### config.mk
export PLATFORM = sky130hd
export DESIGN_NAME = pc_unit
export DESIGN_NICKNAME = d
export VERILOG_FILES = /design/src/rtl/pc_unit.sv
export SDC_FILE = /design/constraint.sdc
export NUM_CORES = 1
export LEC_CHECK = 0
export BUFFER_PORTS_ARGS = -buffer_cell sky130_fd_sc_hd__buf_2
export CAP_MARGIN = 10
export CORE_MARGIN = 2
export CORE_UTILIZATION = 34
export CTS_CLUSTER_SIZE = 16
export DETAILED_ROUTE_END_ITERATION = 7
export GPL_TIMING_DRIVEN = 0
export HOLD_SLACK_MARGIN = 0.1
export SLEW_MARGIN = 20
export SYNTH_ARGS = -nofsm -noshare
export SYNTH_HDL_FRONTEND = slang
export SYNTH_SLANG_ARGS = --single-unit
### constraint.sdc
create_clock -name clka -period 2.2 [get_ports clka]
set_clock_uncertainty 0.05 [all_clocks]
set_input_delay 0.44 -clock clka [delete_from_list [all_inputs] [get_ports clka]]
set_output_delay 0.44 -clock clka [all_outputs]
set_load 0.005 [all_outputs]
### src/rtl/pc_unit.sv
// ---------------------------------------------------------------------------
// pc_unit
//
// Program-counter stage that sits just after the ALU branch/condition FSM.
// It holds the instruction address presented to instruction memory. It
// advances that address once per rising transition of the FSM's PC-latch
// strobe. The new address is one of:
//   - the fall-through address (PC+1),
//   - a PC-relative branch target (PC+1+offset),
//   - an absolute jump target.
// A decoded halt parks the unit until the next reset.
//
// All state changes on the falling edge of clka. Reset is asynchronous and
// active-low.
//
// Ports:
//   clka                 in   system clock (state updates on negedge)
//   reset_n_in           in   asynchronous active-low reset
//   pc_latch_clkedge_in  in   PC-latch level; a 0->1 transition requests an update
//   pc_ctl_0_in          in   branch-taken bit, sampled on the update edge
//   br_offset_in         in   signed PC-relative branch offset [OFFSET_W]
//   jmp_in               in   absolute jump request
//   jmp_target_in        in   absolute jump target [ADDR_W]
//   halt_in              in   halt instruction decoded
//   pc_out               out  current instruction address [ADDR_W]
//   npc_out              out  pc_out+1 (link / fall-through value) [ADDR_W]
//   pc_valid_out         out  pc_out is a valid fetch address
//   halted_out           out  unit is halted
//   wrap_out             out  one-cycle pulse: last update wrapped the address space
// ---------------------------------------------------------------------------
module pc_unit #(
    parameter int                ADDR_W    = 8,
    parameter int                OFFSET_W  = 6,
    parameter logic [ADDR_W-1:0] RESET_VEC = '0
) (
    input  logic                clka,
    input  logic                reset_n_in,
    input  logic                pc_latch_clkedge_in,
    input  logic                pc_ctl_0_in,
    input  logic [OFFSET_W-1:0] br_offset_in,
    input  logic                jmp_in,
    input  logic [ADDR_W-1:0]   jmp_target_in,
    input  logic                halt_in,
    output logic [ADDR_W-1:0]   pc_out,
    output logic [ADDR_W-1:0]   npc_out,
    output logic                pc_valid_out,
    output logic                halted_out,
    output logic                wrap_out
);

    typedef enum logic [1:0] {
        ST_BOOT = 2'd0,
        ST_RUN  = 2'd1,
        ST_HALT = 2'd2
    } state_t;

    state_t              r_state;
    logic [ADDR_W-1:0]   r_pc;
    logic                r_valid;
    logic                r_halted;
    logic                r_wrap;
    logic                r_latQ;

    logic                w_update;
    logic [ADDR_W:0]     w_offsetExt;
    logic [ADDR_W:0]     w_incSum;
    logic [ADDR_W:0]     w_brSum;

    // Only a low-to-high step of the strobe counts. The history bit resets
    // to 1, so a strobe that is already high at reset release is not
    // mistaken for a fresh request.
    assign w_update = pc_latch_clkedge_in & ~r_latQ;

    // All sums are one bit wider than the PC. The extra bit is set on an
    // upward carry past 2^ADDR_W. For a negative offset it is also set when
    // the result borrows below zero: the true result then lies in
    // [-2^OFFSET_W, -1], which has the top bit set in ADDR_W+1 two's
    // complement. Either way, bit ADDR_W is the wrap flag.
    assign w_offsetExt = {{(ADDR_W + 1 - OFFSET_W){br_offset_in[OFFSET_W-1]}}, br_offset_in};
    assign w_incSum    = {1'b0, r_pc} + (ADDR_W + 1)'(1);
    assign w_brSum     = w_incSum + w_offsetExt;

    // Main state register.
    // BOOT takes one edge to raise pc_valid.
    // RUN applies at most one update per strobe edge, in priority order:
    // halt, then jump, then branch, then increment.
    // HALT only tracks the strobe history, so its outputs stay frozen
    // until reset.
    always_ff @(negedge clka or negedge reset_n_in) begin
        if (!reset_n_in) begin
            r_state  <= ST_BOOT;
            r_pc     <= RESET_VEC;
            r_valid  <= 1'b0;
            r_halted <= 1'b0;
            r_wrap   <= 1'b0;
            r_latQ   <= 1'b1;
        end else begin
            r_latQ <= pc_latch_clkedge_in;
            r_wrap <= 1'b0;
            case (r_state)
                ST_BOOT: begin
                    r_state <= ST_RUN;
                    r_valid <= 1'b1;
                end
                ST_RUN: begin
                    if (w_update) begin
                        if (halt_in) begin
                            r_state  <= ST_HALT;
                            r_halted <= 1'b1;
                            r_valid  <= 1'b0;
                        end else if (jmp_in) begin
                            r_pc <= jmp_target_in;
                        end else if (pc_ctl_0_in) begin
                            r_pc   <= w_brSum[ADDR_W-1:0];
                            r_wrap <= w_brSum[ADDR_W];
                        end else begin
                            r_pc   <= w_incSum[ADDR_W-1:0];
                            r_wrap <= w_incSum[ADDR_W];
                        end
                    end
                end
                ST_HALT: begin
                    r_state <= ST_HALT;
                end
                default: begin
                    r_state <= ST_BOOT;
                end
            endcase
        end
    end

    assign pc_out       = r_pc;
    assign npc_out      = r_pc + ADDR_W'(1);
    assign pc_valid_out = r_valid;
    assign halted_out   = r_halted;
    assign wrap_out     = r_wrap;

endmodule

==> results of run 1 <==
## power by group
| group | internal (uW) | total [uW] | switching, uW |
|---|---|---|---|
| registers | 377 | 473 | 96.0 |
| clock network | 72.6 | 150 | 76.9 |
| logic | 1360 | 2480 | 1120 |
| total | 1810 | 3100 | 1290 |
## path summary, 6_finish.rpt
check	startpoint	endpoint	slack, ns	depth (start not counted)
setup / recovery	pc_out[3]	npc_out[7]	-0.96	4
hold / removal	halted_out	halted_out	0.46	2
setup reg to reg	pc_out[0]	wrap_out	-0.49	12
hold reg to reg	halted_out	halted_out	0.46	2
max in group asynchronous	reset_n_in	r_latQ	0.77	1
min in group asynchronous	reset_n_in	pc_out[3]	0.98	1
## cell type report
type | count | area (um^2) | share of cell area [%]
Clock inverter | 1 | 3.75 | 0.174
Clock buffer | 4 | 26.3 | 1.22
Timing Repair Buffer | 75 | 589 | 27.3
Inverter | 3 | 16.3 | 0.753
Buffer | 5 | 38.8 | 1.80
Sequential cell | 14 | 352 | 16.3
Multi-Input combinational cell | 114 | 1080 | 49.8
Tap cell | 46 | 57.6 | 2.67
## sequential cells by signal (all words and copies together), names as in the netlist
name	count
halted_out	1
pc_out	8
pc_valid_out	1
r_latQ	1
r_state	2
wrap_out	1
## cell families after synthesis
group	share of synthesized area, %
buffers and inverters	3.85
XOR/XNOR	7.28
flip-flops	29.2
multiplexers	4.16
adder cells (fa/ha/maj)	14.2
AO/OA/AOI/OAI	22.7
AND/OR/NAND/NOR	18.6
## per-stage QoR
step / cell area [um^2] / TNS (ns) / std cells / total power (uW)
floorplan: 1320 / -8.18 / 137 / 1450
global placement: 1560 / -12.76 / 220 / 1800
finish: 2160 / -15.16 / 262 / 3100
global route: 2160 / -16.35 / 262 / 3310
CTS: 1960 / -14.02 / 247 / 2700
detailed placement: 1560 / -13.15 / 220 / 1840
## critical path: cells and delay by family (launching register included)
family	cells	cell delay (ns)
and+or+nand+nor	2	0.42
DFF	1	0.48
xor gates and xnor gates	1	0.24
buffers and inverters	1	0.15
## cell usage after synthesis (2+ instances only)
cell type | number | area [um^2]
nand2_1 | 17 | 63.8
dfrtn_1 | 13 | 325
ha_1 | 12 | 150
o21ai_0 | 12 | 60.1
a21oi_1 | 9 | 45.0
nor2_1 | 9 | 33.8
xnor2_1 | 6 | 52.6
a211oi_1 | 5 | 37.5
mux2i_1 | 5 | 50.1
nand3_1 | 5 | 25.0
inv_1 | 4 | 15.0
xor2_1 | 4 | 35.0
a21o_1 | 3 | 22.5
nand3b_1 | 3 | 22.5
and3_1 | 2 | 12.5
and3b_1 | 2 | 17.5
clkbuf_1 | 2 | 7.51
nand2b_1 | 2 | 12.5
o31ai_2 | 2 | 25.0
## routing by layer
metal	up-vias	global-route usage, %	routed length [um]
met5	-	0	0
met4	0	5.43	82
met3	10	2.32	177
met2	39	34.2	2160
met1	654	22.4	1660
li1	654	-	-
## repair_timing
item                       CTS  global route
cloned                       0             0
pin swaps                   24            19
gates resized for setup     38            20
buffers inserted            23            20
setup endpoints to repair   28            28
==> impl_metrics.yaml, run 1 <==
setup_path:
  worstSetupEndpointType: "output port"
  crit_fanout: 4
  worstPathRequired_ns: 1.71
  start_kind: "register"
  critPathMaxStageDelay_ns: 0.48
  critPathKind: "register to output port"
  cp_cell_sequence: "and4_1, nand4_1, xnor2_2, buf_2"
  slowest_stage: "dfrtn_1"
  arrival_ns: 2.67
cts:
  cts.sinks: 14
  clk-insertion-delay-late_ns: 0.32
  cts-root-buf: "clkbuf_4"
  clock_path_buffers: 2
  holdBufCountCts: 0
  cts.clk_slew.worst_paths_ns: 0.05
  htreeDepth: 1
  cts_tree: "done"
  cts_buffers: 3
final_layout:
  syn2layout_area_growth_pct: 79.6
  drive_gt1_share_pct: 54.2
  nets: 250
  fill_cells: 288
  diodes: 0
  final_core_util_pct: 64.2
  most-common-layout-cells: "buf_6, buf_2, buf_4"
synthesis:
  syn_area_um2: 1200
  synth-seq-area-share_pct: 29.2
  synth_cells: 137
  syn-num-nets: 170
  synth_cell_types: 39
  ys.flop_type: "dfrtn_1"
  synthArstFlopShare_pct: 100
  synth_edf_count: 0
  ys_warn_count: 0
  avgSynthCellArea_um2: 8.78
  synth-seq-cells: 14
floorplan:
  core_um2: 3360
  dieHeight_um: 63.5
  start_util_pct: 35.8
  io_pins: 39
  die-area_um2: 4030
  rows: 21
  die_w_um: 63.5
grt:
  antenna_found_initial: 0
  grt.overflow.total: 0
  grt_pass1_wl_mm: 5.98
  grt_util_all_layers_pct: 18.6
  grt_max_degree: 15
  grt_pass1_vias: 1298
pwr:
  p_per_area_nw_per_um2: 1440
  peakVddDrop_v: 0.000672
  p_leak_uw: 0.00103
drt:
  vias: 1357
  vias_per_cell: 5.18
  drc: 0
  drtIter0Drc: 61
  wire_per_inst_um: 15.6
  dr.pass1.iters: 4
  routed_wirelength_mm: 4.08
  ant_nets: 0
place:
  dp_slack_ns: -1.23
  place_hpwl_mm: 2.46
  portBuffers: 37
  gp_congestion: 0.790
run_status:
  status: "finished, violations left"
  violations: "negative setup slack"
timing:
  worst_pin_slew_ns: 0.510
  whs_ns: 0.463
  setup_viol: 28
  hold_violations: 0
  drv_slew: 0
  slew-limit-headroom_pct: 65.9
  grt_setup_unrepaired: "yes"
  fin_ws_ns: -0.962
hold_path:
  hold_class: "register to register"
run:
  drv_cap: 0
(Power assumes the default switching activity.)
==> run 2: changes to the inputs <==
Settings changed: CORE_UTILIZATION 34 to 28, SKIP_CTS_REPAIR_TIMING set to 1.
==> run 2 against run 1 <==
  * The run still ends with negative setup slack left
  * Via count is 7.7% lower
  * Cell count fell by 5.3%
  * Wire length fell by 14%
  * Core utilization down 16 points
  * Total power decreased by 13%
  * Non-clock buffer count shrank 18
  * Setup slack worse by 0.037 ns
  * Die area is 20% higher
  * Critical endpoint unchanged
  * Design area fell by 10%
  * Register-to-register slack better by 0.07 ns
==> impl_metrics.yaml, run 2 (synthesized netlist as in run 1, its figures left out) <==
run_status:
  status: "finished, violations left"
  violations: "negative setup slack"
run:
  drv_cap: 0
timing:
  fin_ws_ns: -0.999
  grt_setup_unrepaired: "yes"
  setup_tns_ns: -14.32
  worst_pin_slew_ns: 0.444
  setup_viol: 28
  hold_violations: 0
  slew-limit-headroom_pct: 70.3
  drv_slew: 0
  whs_ns: 0.368
final_layout:
  most-common-layout-cells: "buf_2, nand2_1, buf_4"
  final_common_cell: "buf_2"
  syn2layout_area_growth_pct: 61.1
  fill_cells: 389
  final_area_um2: 1940
  seq_area_um2: 352
  multi_input_area_um2: 1010
  nets: 232
  layout.cells.non_filler: 248
  diodes: 0
  largest_reg_flops: 8
  drive_gt1_share_pct: 48.5
cts:
  cts_tree: "done"
  clk-insertion-delay-late_ns: 0.31
  cts-root-buf: "clkbuf_8"
  cts_buffers: 3
  cts.sinks: 14
  htreeDepth: 1
  cts.clk_slew.worst_paths_ns: 0.04
  clock_path_buffers: 2
drt:
  dr.pass1.iters: 4
  vias: 1252
  routed_wirelength_mm: 3.50
  drc: 0
  wire_per_inst_um: 14.1
  ant_nets: 0
  vias_per_cell: 5.05
  drtIter0Drc: 37
setup_path:
  worstSetupEndpointType: "output port"
  crit_fanout: 6
  arrival_ns: 2.71
  start_kind: "register"
  worstPathRequired_ns: 1.71
  critPathKind: "register to output port"
floorplan:
  start_util_pct: 29.6
  dieHeight_um: 69.5
  die_w_um: 69.5
  rows: 23
  io_pins: 39
  die-area_um2: 4830
  core_um2: 4060
pwr:
  p_switching_uw: 1100
  peakVddDrop_v: 0.000466
  combPwrFrac_pct: 71.9
  clkPwrFrac_pct: 9.3
  swShare_pct: 41.0
  pwr-share-seq_pct: 18.8
  p_per_area_nw_per_um2: 1390
  internal_power_uw: 1590
  p_leak_uw: 0.000915
grt:
  grt_pass1_vias: 1047
  grt_util_all_layers_pct: 12.3
  grt.overflow.total: 0
  grt_pass1_wl_mm: 4.85
  grt_max_degree: 15
  antenna_found_initial: 0
place:
  gp_congestion: 0.738
  place_area_um2: 1570
  dp_slack_ns: -1.22
  place_hpwl_mm: 2.48
  portBuffers: 37
  dp.cells: 224
hold_path:
  hold_class: "register to register"
==> run 2: changes by cell type in the layout (fill, tap and decap cells not counted), sizes merged <==
cell	before	now
buf	78	60
==> run 2: power by group through the flow <==
| stage | clock network (uW) | registers (uW) | logic, uW |
|---|---|---|---|
| after global placement | 5.69 | 544 | 1270 |
| after floorplan | 5.69 | 526 | 917 |
| after CTS | 262 | 540 | 1290 |
| after global routing | 281 | 518 | 2110 |
| final | 250 | 507 | 1940 |
| after detailed placement | 5.69 | 544 | 1280 |
==> run 2: metrics by stage <==
stage	power, uW	util (%)
floorplan	1450	-
global placement	1820	38.6
detailed placement	1830	38.6
CTS	2090	39.9
global route	2910	47.7
finish	2690	47.7
==> run 2: layout make-up <==
class | instances | area share (%)
multi-input cells | 114 | 52.0
well taps | 50 | 3.23
repair buffers | 57 | 20.7
inverters | 3 | 0.840
clock inverters | 1 | 0.194
flip-flops and latches | 14 | 18.2
plain buffers | 5 | 2.00
clock buffers | 4 | 2.84
==> run 2: worst paths after layout <==
kind | cells past startpoint | end | slack, ns | from
min in group asynchronous | 1 | pc_valid_out | 1.01 | reset_n_in
worst min register to register | 1 | halted_out | 0.37 | halted_out
worst max-delay path | 4 | npc_out[7] | -1.0 | pc_out[3]
worst min-delay path | 1 | halted_out | 0.37 | halted_out
max in group asynchronous | 1 | r_latQ | 0.73 | reset_n_in
worst max register to register | 10 | wrap_out | -0.42 | pc_out[3]
==> run 2: critical path: stages, from the launching register on <==
cell and delay [ns]:
dfrtn_1 0.52, and4_1 0.24, nand4_1 0.16, xnor2_2 0.27, buf_2 0.16
==> run 2: layer usage <==
metal	track usage [%]	up-vias	part of all wire, %
met5	0	-	0
met3	2.62	6	4.2
met4	4.58	0	1.7
li1	-	620	-
met1	16.8	596	45
met2	19.1	30	49
